<file path="config.mk">
export PLATFORM = sky130hd
export DESIGN_NAME = dnn_act_requant
export DESIGN_NICKNAME = d
export VERILOG_FILES = /design/src/rtl/dnn_pkg.sv /design/src/rtl/dnn_requant_lane.sv /design/src/rtl/dnn_act_requant.sv
export SDC_FILE = /design/constraint.sdc
export NUM_CORES = 1
export LEC_CHECK = 0
export CAP_MARGIN = 5
export CORE_MARGIN = 5
export CORE_UTILIZATION = 50
export CTS_BUF_LIST = sky130_fd_sc_hd__clkbuf_8 sky130_fd_sc_hd__clkbuf_16
export DETAILED_ROUTE_END_ITERATION = 10
export GPL_ROUTABILITY_DRIVEN = 0
export PLACE_DENSITY = 0.84
export SLEW_MARGIN = 20
export SYNTH_ARGS = -nofsm -noshare
export SYNTH_HDL_FRONTEND = slang
export SYNTH_HIERARCHICAL = 1
export SYNTH_SLANG_ARGS = --single-unit
export TNS_END_PERCENT = 10
</file>
<file path="constraint.sdc">
create_clock -name clk -period 7.85 [get_ports clk]
set_clock_uncertainty 0.15 [all_clocks]
set_input_delay 0.785 -clock clk [delete_from_list [all_inputs] [get_ports clk]]
set_output_delay 0.785 -clock clk [all_outputs]
set_load 0.005 [all_outputs]
</file>
<file path="src/rtl/dnn_pkg.sv">
// dnn_pkg
//   Types and constants shared by the layer-1 MAC, the activation
//   requantizer and the layer-2 input stage.
//   - IN_SIZE_DEF / OUT_SIZE_DEF : activation / pre-activation widths
//   - SHIFT_DEF                  : default requantization shift
//   - NUM_LANES                  : lanes handled by one requant pass
//   - ACT_MAX                    : saturation ceiling for IN_SIZE_DEF bits
//   - state_e                    : activation-stage FSM states
//   - act_max()                  : saturation ceiling for any width
package dnn_pkg;

  localparam int IN_SIZE_DEF  = 7;
  localparam int OUT_SIZE_DEF = 17;
  localparam int SHIFT_DEF    = 4;
  localparam int NUM_LANES    = 4;

  localparam int ACT_MAX = (2 ** (IN_SIZE_DEF - 1)) - 1;

  typedef enum logic [1:0] {
    IDLE = 2'd0,
    PROC = 2'd1,
    HOLD = 2'd2
  } state_e;

  // Largest positive value representable in a signed in_size-bit word.
  function automatic int act_max(input int in_size);
    return (1 << (in_size - 1)) - 1;
  endfunction

endpackage

</file>
<file path="src/rtl/dnn_requant_lane.sv">
// dnn_requant_lane
//   Combinational requantizer for one pre-activation:
//   ReLU -> round-half-up right shift by SHIFT -> saturate to the largest
//   positive IN_SIZE-bit value.
//   Ports:
//     x : in  signed [OUT_SIZE-1:0] pre-activation
//     a : out signed [IN_SIZE-1:0]  activation, always >= 0
module dnn_requant_lane
  import dnn_pkg::*;
#(
  parameter int IN_SIZE  = IN_SIZE_DEF,
  parameter int OUT_SIZE = OUT_SIZE_DEF,
  parameter int SHIFT    = SHIFT_DEF
) (
  input  logic signed [OUT_SIZE-1:0] x,
  output logic signed [IN_SIZE-1:0]  a
);

  // One extra bit so the rounding add of a full-scale positive value
  // cannot wrap.
  localparam int W = OUT_SIZE + 1;
  localparam logic [W-1:0] SAT = W'(act_max(IN_SIZE));

  logic [W-1:0] r;
  logic [W-1:0] t;

  // ReLU: negatives clamp to zero; positives zero-extend.
  assign r = x[OUT_SIZE-1] ? '0 : {1'b0, x};

  generate
    if (SHIFT > 0) begin : g_round
      localparam logic [W-1:0] HALF = W'(1) << (SHIFT - 1);
      logic [W-1:0] sum;
      assign sum = r + HALF;
      assign t   = sum >> SHIFT;
    end else begin : g_pass
      assign t = r;
    end
  endgenerate

  assign a = (t > SAT) ? SAT[IN_SIZE-1:0] : t[IN_SIZE-1:0];

endmodule

</file>
<file path="src/rtl/dnn_act_requant.sv">
// dnn_act_requant
//   Activation stage behind the layer-1 MAC array. On mac_ready in IDLE
//   the four pre-activations are captured; a single shared requantizer
//   then writes one output lane per cycle (a4..a7 on the four following
//   edges) and the result is offered to layer 2 with act_valid/act_ready.
//   Ports:
//     clk, rst_n       : clock, async active-low reset
//     mac_ready        : capture request (in4..in7 valid when high)
//     in4..in7         : signed OUT_SIZE-bit pre-activations
//     act_valid        : a4..a7 hold a complete result
//     act_ready        : consumer accepts the result
//     a4..a7           : signed IN_SIZE-bit activations (>= 0)
//     busy             : high in PROC and HOLD
//     overrun          : sticky, a capture request was dropped
module dnn_act_requant
  import dnn_pkg::*;
#(
  parameter int IN_SIZE  = IN_SIZE_DEF,
  parameter int OUT_SIZE = OUT_SIZE_DEF,
  parameter int SHIFT    = SHIFT_DEF
) (
  input  logic                       clk,
  input  logic                       rst_n,
  input  logic                       mac_ready,
  input  logic signed [OUT_SIZE-1:0] in4,
  input  logic signed [OUT_SIZE-1:0] in5,
  input  logic signed [OUT_SIZE-1:0] in6,
  input  logic signed [OUT_SIZE-1:0] in7,
  output logic                       act_valid,
  input  logic                       act_ready,
  output logic signed [IN_SIZE-1:0]  a4,
  output logic signed [IN_SIZE-1:0]  a5,
  output logic signed [IN_SIZE-1:0]  a6,
  output logic signed [IN_SIZE-1:0]  a7,
  output logic                       busy,
  output logic                       overrun
);

  localparam int CW = $clog2(NUM_LANES);

  state_e                                state_q, state_d;
  logic [CW-1:0]                         lane_cnt_q, lane_cnt_d;
  logic [NUM_LANES-1:0][OUT_SIZE-1:0]    cap_q, cap_d;
  logic [NUM_LANES-1:0][IN_SIZE-1:0]     act_q, act_d;
  logic                                  valid_q, valid_d;
  logic                                  busy_q, busy_d;
  logic                                  ovr_q, ovr_d;

  logic signed [OUT_SIZE-1:0]            lane_x;
  logic signed [IN_SIZE-1:0]             lane_a;
  logic                                  capture;

  assign lane_x = cap_q[lane_cnt_q];

  dnn_requant_lane #(
    .IN_SIZE  (IN_SIZE),
    .OUT_SIZE (OUT_SIZE),
    .SHIFT    (SHIFT)
  ) u_lane (
    .x (lane_x),
    .a (lane_a)
  );

  always_comb begin
    state_d    = state_q;
    lane_cnt_d = lane_cnt_q;
    cap_d      = cap_q;
    act_d      = act_q;
    ovr_d      = ovr_q;
    capture    = 1'b0;

    case (state_q)
      IDLE: begin
        if (mac_ready) begin
          capture = 1'b1;
          state_d = PROC;
        end
      end
      PROC: begin
        act_d[lane_cnt_q] = lane_a;
        lane_cnt_d        = lane_cnt_q + CW'(1);
        if (lane_cnt_q == CW'(NUM_LANES - 1)) state_d = HOLD;
        if (mac_ready) ovr_d = 1'b1;
      end
      HOLD: begin
        if (act_ready) begin
          // A request on the transfer edge is taken, not dropped.
          if (mac_ready) begin
            capture = 1'b1;
            state_d = PROC;
          end else begin
            state_d = IDLE;
          end
        end else if (mac_ready) begin
          ovr_d = 1'b1;
        end
      end
      default: state_d = IDLE;
    endcase

    if (capture) begin
      cap_d      = {in7, in6, in5, in4};
      lane_cnt_d = '0;
    end

    // Status outputs are registered copies of the next state.
    valid_d = (state_d == HOLD);
    busy_d  = (state_d != IDLE);
  end

  always_ff @(posedge clk or negedge rst_n) begin
    if (!rst_n) begin
      state_q    <= IDLE;
      lane_cnt_q <= '0;
      cap_q      <= '0;
      act_q      <= '0;
      valid_q    <= 1'b0;
      busy_q     <= 1'b0;
      ovr_q      <= 1'b0;
    end else begin
      state_q    <= state_d;
      lane_cnt_q <= lane_cnt_d;
      cap_q      <= cap_d;
      act_q      <= act_d;
      valid_q    <= valid_d;
      busy_q     <= busy_d;
      ovr_q      <= ovr_d;
    end
  end

  assign act_valid = valid_q;
  assign busy      = busy_q;
  assign overrun   = ovr_q;
  assign a4        = act_q[0];
  assign a5        = act_q[1];
  assign a6        = act_q[2];
  assign a7        = act_q[3];

endmodule

</file>
# Yosys cells after proc, flatten, opt, wreduce, memory -nomap -nowiden
# Index checks and enable logic that the tools add are counted.
word_totals:
  ff_bits: 103
  inputBits: 72
  out_inout_bits: 31
op_classes:
  add_sub_neg: 2
  order_cmp: 3
  eq_ne: 5
  mux: 20
  n_reduce_logical: 6
op_table:
  columns: ["operator", "count"]
  rows:
  - ["$bmux W17 S2", 1]
  - ["$bwmux W28", 1]
  - ["$add A18 B4 Y18 const B", 1]
  - ["$mux W17", 1]
  - ["$mux W16", 1]
  - ["$demux W7 S2", 1]
  - ["$gt A14 B6 Y1 const B", 1]
  - ["$mux W7", 2]
  - ["$mux W2", 5]
  - ["$eq A2 B2 Y1 const B", 3]
  - ["$pmux W2 S3", 1]
  - ["$reduce_bool A2 Y1", 3]
  - ["$mux W1", 5]
  - ["$pmux W1 S2", 2]
  - ["$lt A2 B3 Y1 const B", 1]
  - ["$add A2 B1 Y2 const B", 1]
  - ["$eq A2 B1 Y1 const B", 1]
  - ["$ge A2 B1 Y1 const B", 1]
  - ["$logic_not A2 Y1", 1]
  - ["$ne A2 B2 Y1 const B", 1]
  - ["$reduce_and A2 Y1", 1]
  - ["$logic_and A1 B1 Y1", 1]

# Depth between registers and ports, before layout
# Gate-level depths: netlist of the first run.
logic_depth:
  depth_word: 7
  mapped_depth: 12
  depth_no_buf: 9

# Modules after synthesis
# The synthesis of the first run kept the hierarchy.
by_module_without_submodules:
  columns: ["module", "n_inst", "cells_each", "area_each_um2", "seq_area_each_um2"]
  rows:
  - ["dnn_act_requant", 1, 263, 4466.8, 2577.5]
  - ["dnn_requant_lane", 1, 55, 384.1, 0.0]

# Least setup slack after synthesis of the first run
# No wires, ideal clock.
synth_timing:
  path_kind: "register to register"
  start: "register lane_cnt_q[0]"
  end: "register act_q (netlist bit a4[5])"
  setup_ns: 0.125
  arrival_time_ns: 2.977
  required_time_ns: 7.575
  slack_ns: 4.598
  stages_incl_launch_ff: 13
  synth_period_minus_slack_ns: 3.252
  path_cell_list: "dfrtp_1 buf_2 mux4_2 buf_6 nor2b_1 ha_1 buf_6 nand2_1 nor3_1 nor3b_1 a221o_1 or3_1 mux2_2"
synth_via:
  elab_chain_cells: 7
  elab_cells_between_ends: 12
  classes_between: "add/sub (1); order compare (3); mux (7); reduce/logical (1)"
synth_lines:
  columns: ["element", "line_no", "text"]
  rows:
  - ["from (decl)", "dnn_act_requant.sv:42", "logic [CW-1:0] lane_cnt_q, lane_cnt_d;"]
  - ["from (signal assigned)", "dnn_act_requant.sv:122", "lane_cnt_q <= lane_cnt_d;"]
  - ["$bmux W17 S2 (*)", "dnn_act_requant.sv:53", "assign lane_x = cap_q[lane_cnt_q];"]
  - ["$mux W17 (implied by the code) (*)", "dnn_act_requant.sv:53", null]
  - ["named net lane_x[16]", "dnn_act_requant.sv:49", "logic signed [OUT_SIZE-1:0] lane_x;"]
  - ["$mux W16 (*)", "dnn_requant_lane.sv:28", "assign r = x[OUT_SIZE-1] ? '0 : {1'b0, x};"]
  - ["$add A18 B4 Y18 (*)", "dnn_requant_lane.sv:34", "assign sum = r + HALF;"]
  - ["$gt A14 B6 Y1", "dnn_requant_lane.sv:41", "assign a = (t > SAT) ? SAT[IN_SIZE-1:0] : t[IN_SIZE-1:0];"]
  - ["$mux W7 (*)", "dnn_requant_lane.sv:41", null]
  - ["named net lane_a[5]", "dnn_act_requant.sv:50", "logic signed [IN_SIZE-1:0] lane_a;"]
  - ["$bwmux W28 (*)", "dnn_act_requant.sv:80", "act_d[lane_cnt_q] = lane_a;"]
  - ["to (signal assigned)", "dnn_act_requant.sv:124", "act_q <= act_d;"]
  - ["to (decl)", "dnn_act_requant.sv:44", "logic [NUM_LANES-1:0][IN_SIZE-1:0] act_q, act_d;"]
# The timed path passes the listed nets; every way through them passes the cells marked *. The select of a mux whose other input is x is not followed.
# A chain may end at the register's enable or synchronous reset.

# Worst setup path in the final report of the first run
layout_timing:
  start: "register lane_cnt_q[1]"
  end: "register act_q (netlist bit a7[1])"
# The elaborated chain is that of the path after synthesis.

==> results of run 1 <==
-- flip-flops by register name, summed over array words and instances (netlist names), 2 cells and up --
signal and cells:
a7 7, cap_q 56, a4 7, lane_cnt_q 2
state_q 2, a5 7, a6 7
-- layer usage --
metal | up-vias | part of all wire (%) | track usage (%)
li1 | 1205 | - | -
met1 | 1328 | 43 | 22.2
met2 | 76 | 51 | 28.0
met3 | 9 | 5.3 | 2.84
met4 | 0 | 1.0 | 4.68
met5 | - | 0 | 0
-- cell usage in the layout, fill, tap and decap left out, types with 2 or more instances in the layout --
master and n:
ha_1 5, nand2_1 8, clkinvlp_4 2, mux2_2 67
clkbuf_8 12, nand2_2 4, mux4_2 14, or3_1 6
nand2b_1 2, nor2b_1 3, o21ai_0 6, nor3_1 4
dfrtp_1 91, mux2_4 17, clkdlybuf4s50_1 89, and2b_1 2
xor2_1 5, inv_1 5, nor2_1 9, nand3_1 3
a21oi_1 4, nor3b_1 3
-- critical path: stages (launching register included) --
cell and delay [ns]:
dfrtp_1 0.84, mux4_2 0.57, nor2b_1 0.17, ha_1 0.34
nand2_1 0.08, nor3_1 0.21, nor3b_1 0.08, a221o_1 0.34
or3_1 0.46, mux2_2 0.29
-- how the worst min path moves through the flow --
stage,startpoint,endpoint,slack (ns),cells past startpoint
after floorplan,overrun$_DFFE_PN0P_,overrun$_DFFE_PN0P_,0.31,1
after global placement,overrun$_DFFE_PN0P_,overrun$_DFFE_PN0P_,0.30,1
after detailed placement,overrun$_DFFE_PN0P_,overrun$_DFFE_PN0P_,0.32,1
after CTS,overrun$_DFFE_PN0P_,overrun$_DFFE_PN0P_,0.34,1
after global routing,overrun$_DFFE_PN0P_,overrun$_DFFE_PN0P_,0.36,1
final,rst_n,act_valid$_DFF_PN0_,0.30,1
-- per-stage QoR --
stage	util [%]	worst slack, ns	area [sq um]	hold WS (ns)
after CTS	63.2	4.15	5430	0.342
after global routing	63.2	3.95	5440	0.356
after global placement	60.7	4.22	5220	0.303
after detailed placement	60.7	4.16	5220	0.318
after floorplan	-	4.67	4340	0.309
final	63.2	4.19	5440	0.304
-- power groups by stage --
| stage | logic (W) | clock network [W] | registers (W) |
|---|---|---|---|
| floorplan | 0.000848 | 0 | 0.000777 |
| global placement | 0.00105 | 0 | 0.000813 |
| detailed placement | 0.00109 | 0 | 0.000829 |
| CTS | 0.00110 | 0.000335 | 0.000820 |
| global route | 0.00118 | 0.000356 | 0.000845 |
| finish | 0.00108 | 0.000329 | 0.000816 |
-- area by class of cell --
| type | count | share of cell area (%) |
|---|---|---|
| well taps | 108 | 2.49 |
| clock inverters | 4 | 0.898 |
| multi-input cells | 179 | 34.7 |
| repair buffers | 91 | 16.7 |
| clock buffers | 12 | 3.04 |
| flip-flops and latches | 91 | 41.9 |
| inverters | 4 | 0.276 |
==> impl_metrics.csv, run 1 <==
group,metric,value,unit
sta,drv_slew,0,
sta,fin_crit_sh,46.6,%
cts,cts_sinks,91,
critical_path,critPathKind,"reg -> reg",
die,die_area,10600,sq um
sta,timing.fmax,273,MHz
route,wirelength,8.39,mm
power_and_ir_drop,power.internal,0.00148,W
critical_path,critPathArrivalTime,3.73,ns
cts,clkTransAtPathRegs,0.09,ns
cts,clockRootBuffer,"clkbuf_8",
sta,rsz0062_at_grt,"no",
cts,hold_buffers,0,
global_route,grt_pass1_wl,13.7,mm
power_and_ir_drop,vdd_ir_drop_max,0.182,mV
finish,areaGrowthSynthToFinish,25.3,%
power_and_ir_drop,combinationalPowerShare,48.6,%
cts,cts_resized,0,
die,coreArea,8590,sq um
synth,syn_inst,291,
die,io_pins,103,
critical_path,r2r_cells,9,
synth,syn-num-nets,368,
finish,diodes,0,
critical_path,ff2ff_setup_slack,4.19,ns
die,rows,34,
critical_path,worstReg2RegEnd,"a7[1]$_DFFE_PN0P_",
critical_path,end_kind,"flop",
global_route,grt_pass1_vias,2776,
die,start_util,50.5,%
cts,cts_tree,"yes",
critical_path,r2r_start,"lane_cnt_q[1]$_DFFE_PN0P_",
min_path,min_path_type,"in -> async",
finish,layout.nets,453,
route,drt_iter0_drc,108,
critical_path,crit_fanout,17,
sta,setup_violations,0,
critical_path,setup.worst_path.start_class,"flop",
placed_design,dp.cells,473,
route,drc,0,
cts,clockBufferDepth,2,
global_route,grt_max_degree,92,
route,routedWlPerCell,17.2,microns
finish,layout.area.seq,2280,sq um
placed_design,dp_hpwl,6.10,mm
power_and_ir_drop,power.total,0.00223,W
flow_run,drv_cap,0,
power_and_ir_drop,p_switching,0.000752,W
critical_path,crit_start,"lane_cnt_q[1]$_DFFE_PN0P_",
sta,max_slew_margin,43.6,%
route,first_pass_iters,4,
global_route,antenna_found_initial,0,
die,die_x,103,microns
synth,netlist_area,4340,sq um
finish,multiInputGateArea,1880,sq um
finish,drive_gt1_share,33.1,%
finish,n_fill_cell,664,
power_and_ir_drop,p_leak,2.18,nW
power_and_ir_drop,swShare,33.8,%
placed_design,numPortBuffers,90,
critical_path,critPathCapture,"a7[1]$_DFFE_PN0P_",
die,fp.dieH,103,microns
synth,synth_warnings,6,
finish,final_cells,489,
outcome,status,"finished clean",
power_and_ir_drop,power.share.clock,14.8,%
power_and_ir_drop,pwr-share-seq,36.6,%
cts,clk_latency,0.35,ns
power_and_ir_drop,cellPowerDensity,410,nW/um^2
critical_path,cp.required,7.92,ns
sta,fin_setup_tns,0,ns
cts,cts_htree_levels,3,
global_route,grt_usage,16.6,%
global_route,gr-total-overflow,0,
sta,worst_pin_slew,0.845,ns
route,viasPerCell,5.35,
route,ant_nets,0,
cts,numCtsBuffers,9,
synth,syn_area_per_cell,14.9,sq um
sta,hold_viol,0,
sta,fin_crit,3.66,ns
cts,post_cts.repair.setup_buffers,0,
route,num_vias,2618,
No activity file was read; power rests on OpenSTA's default activity.
==> run 2: changes to the inputs <==
Settings changed: CORE_UTILIZATION 50 to 46, PLACE_DENSITY 0.84 to 0.81.
Clock period 7.85 ns to 3.3 ns, I/O delays scaled along.
==> run 2 against run 1 <==
  * Sequential power is 140% higher
  * Power is 140% higher
  * Critical path depth stayed put
  * Die area is 7.8% higher
  * Clock power is 130% higher
  * Wire length is 0.25% lower
  * Largest cell class unchanged
  * Sequential share of layout area is 0.67 points lower
  * Global-route usage is 1.3 points lower
  * Final area is 1.7% higher
  * Clock-buffer cell count is 3 lower
  * Utilization is 3.2 points lower
==> impl_metrics.csv, run 2 (synthesis gave the netlist of run 1 again) <==
group,metric,value,unit
outcome,status,"finished clean",
placed_design,placed_area,5280,sq um
sta,fin_crit,3.17,ns
critical_path,end_kind,"flop",
route,drt_iter0_drc,69,
finish,largest_register_ffs,56,
die,die_x,107,microns
sta,max_slew_margin,46.2,%
finish,stdcell_area,5530,sq um
route,wl_met2,4.04,mm
route,drt-met1-wl,3.70,mm
placed_design,pre_cts_ws,0.00322,ns
die,io_pins,103,
die,start_util,47.2,%
route,wirelength,8.37,mm
power_and_ir_drop,vdd_ir_drop_max,0.343,mV
die,coreArea,9200,sq um
placed_design,numPortBuffers,90,
route,viasPerCell,5.22,
critical_path,cp.required,3.40,ns
flow_run,drv_cap,0,
power_and_ir_drop,p_leak,2.21,nW
route,wl_met3,397,microns
power_and_ir_drop,power.total,0.00538,W
global_route,grt_pass1_wl,13.7,mm
finish,drive_gt1_share,35.6,%
sta,setup_slack,0.135,ns
critical_path,crit_fanout,6,
finish,top_register,"cap_q",
global_route,grt_usage,15.3,%
global_route,grt_pass1_vias,2738,
cts,numCtsBuffers,9,
die,die_area,11500,sq um
power_and_ir_drop,cellPowerDensity,973,nW/um^2
route,drc,0,
sta,hold_viol,0,
sta,rsz0062_at_grt,"yes",
route,num_vias,2614,
cts,cts_htree_levels,3,
finish,diodes,0,
cts,clockRootBuffer,"clkbuf_8",
critical_path,setup.worst_path.start_class,"flop",
cts,cts_tree,"yes",
sta,timing.fmax,316,MHz
finish,areaGrowthSynthToFinish,27.4,%
sta,fin_crit_sh,95.9,%
route,ant_nets,0,
die,fp.dieH,107,microns
global_route,gr-total-overflow,0,
sta,drv_slew,0,
critical_path,critPathArrivalTime,3.27,ns
placed_design,dp_hpwl,6.16,mm
cts,clockBufferDepth,2,
route,first_pass_iters,4,
sta,fin_setup_tns,0,ns
finish,final_common_cell,"dfrtp_1",
route,routedWlPerCell,16.7,microns
cts,clkTransAtPathRegs,0.10,ns
critical_path,critPathKind,"reg -> reg",
cts,clk_latency,0.36,ns
die,rows,35,
sta,setup_violations,0,
finish,final_cell_mix,"90 x dfrtp_1, 89 x clkdlybuf4s50_1, 67 x mux2_2",
global_route,antenna_found_initial,0,
sta,worst_pin_slew,0.808,ns
global_route,grt_max_degree,92,
min_path,min_path_type,"reg -> reg",
finish,utilization,60.1,%
finish,layout.nets,462,
route,highest_layer,"met4",
cts,cts_sinks,91,
run 2: cell count changes in the layout (fill, tap and decap cells not counted), moves of 2 or more:
cell	change
nor3_2	+2
buf_4	+7
nor3_1	-2
inv_6	+2
clkbuf_8	-3
run 2: path summary, 6_finish.rpt:
path	cells after the start	slack (ns)	startpoint	to
worst max-delay path	9	0.13	lane_cnt_q[0]$_DFFE_PN0P_	a4[5]$_DFFE_PN0P_
worst min-delay path	1	0.33	overrun$_DFFE_PN0P_	overrun$_DFFE_PN0P_
worst max register to register	9	0.13	lane_cnt_q[0]$_DFFE_PN0P_	a4[5]$_DFFE_PN0P_
worst min register to register	1	0.33	overrun$_DFFE_PN0P_	overrun$_DFFE_PN0P_
max in group asynchronous	2	1.99	rst_n	lane_cnt_q[0]$_DFFE_PN0P_
min in group asynchronous	2	0.45	rst_n	a5[6]$_DFFE_PN0P_
run 2: critical path: stages (launching register included):
cell	delay [ns]
dfrtp_2	0.44
buf_4	0.13
mux4_2	0.52
nor2b_1	0.16
ha_2	0.21
nor3b_1	0.22
mux2i_1	0.11
a221o_1	0.36
or3_1	0.46
mux2_2	0.29
run 2: stage by stage:
step / cells / hold slack (ns)
2_1_floorplan: 291 / -0.116
3_3_place_gp: 482 / 0.308
3_5_place_dp: 482 / 0.309
4_1_cts: 498 / 0.0615
5_1_grt: 501 / 0.372
6_report: 501 / 0.329
run 2: what timing repair did:
action                                  CTS  global route
setup buffers                             0             2
gates cloned                              0             0
resized for setup                         1             4
hold buffers                              0             1
endpoints found under the setup margin   17            24
pin swaps                                 0             1
hold endpoints to repair                  0            91
run 2: final cells by class:
type                            count  area, sq um
Fill cell                         723         3670
Sequential cell                    91         2280
Multi-Input combinational cell    179         1900
Timing Repair Buffer              100          992
Tap cell                          111          139
Clock buffer                        9          124
Clock inverter                      7         75.1
Inverter                            4         15.0
run 2: routing by layer:
layer  GRT usage (%)  up-vias
met5               0        -
met4            7.31        0
met3            2.89       18
met2            24.5       71
met1            20.1     1292
li1                -     1233
run 2: report_power, final:
| group | leakage, nW | switching [W] | internal, W | total (W) |
|---|---|---|---|---|
| logic | 1.09 | 0.00113 | 0.00156 | 0.00269 |
| registers | 1.02 | 0.000296 | 0.00163 | 0.00193 |
| clock network | 0.0976 | 0.000405 | 0.000354 | 0.000759 |
| total | 2.21 | 0.00183 | 0.00354 | 0.00538 |
==> run 3: changes to the inputs <==
Settings changed: ABC_CLOCK_PERIOD_IN_PS set to 3300.
==> results of run 3 <==
The final DEF is identical to that of run 2; final timing and power are the same.
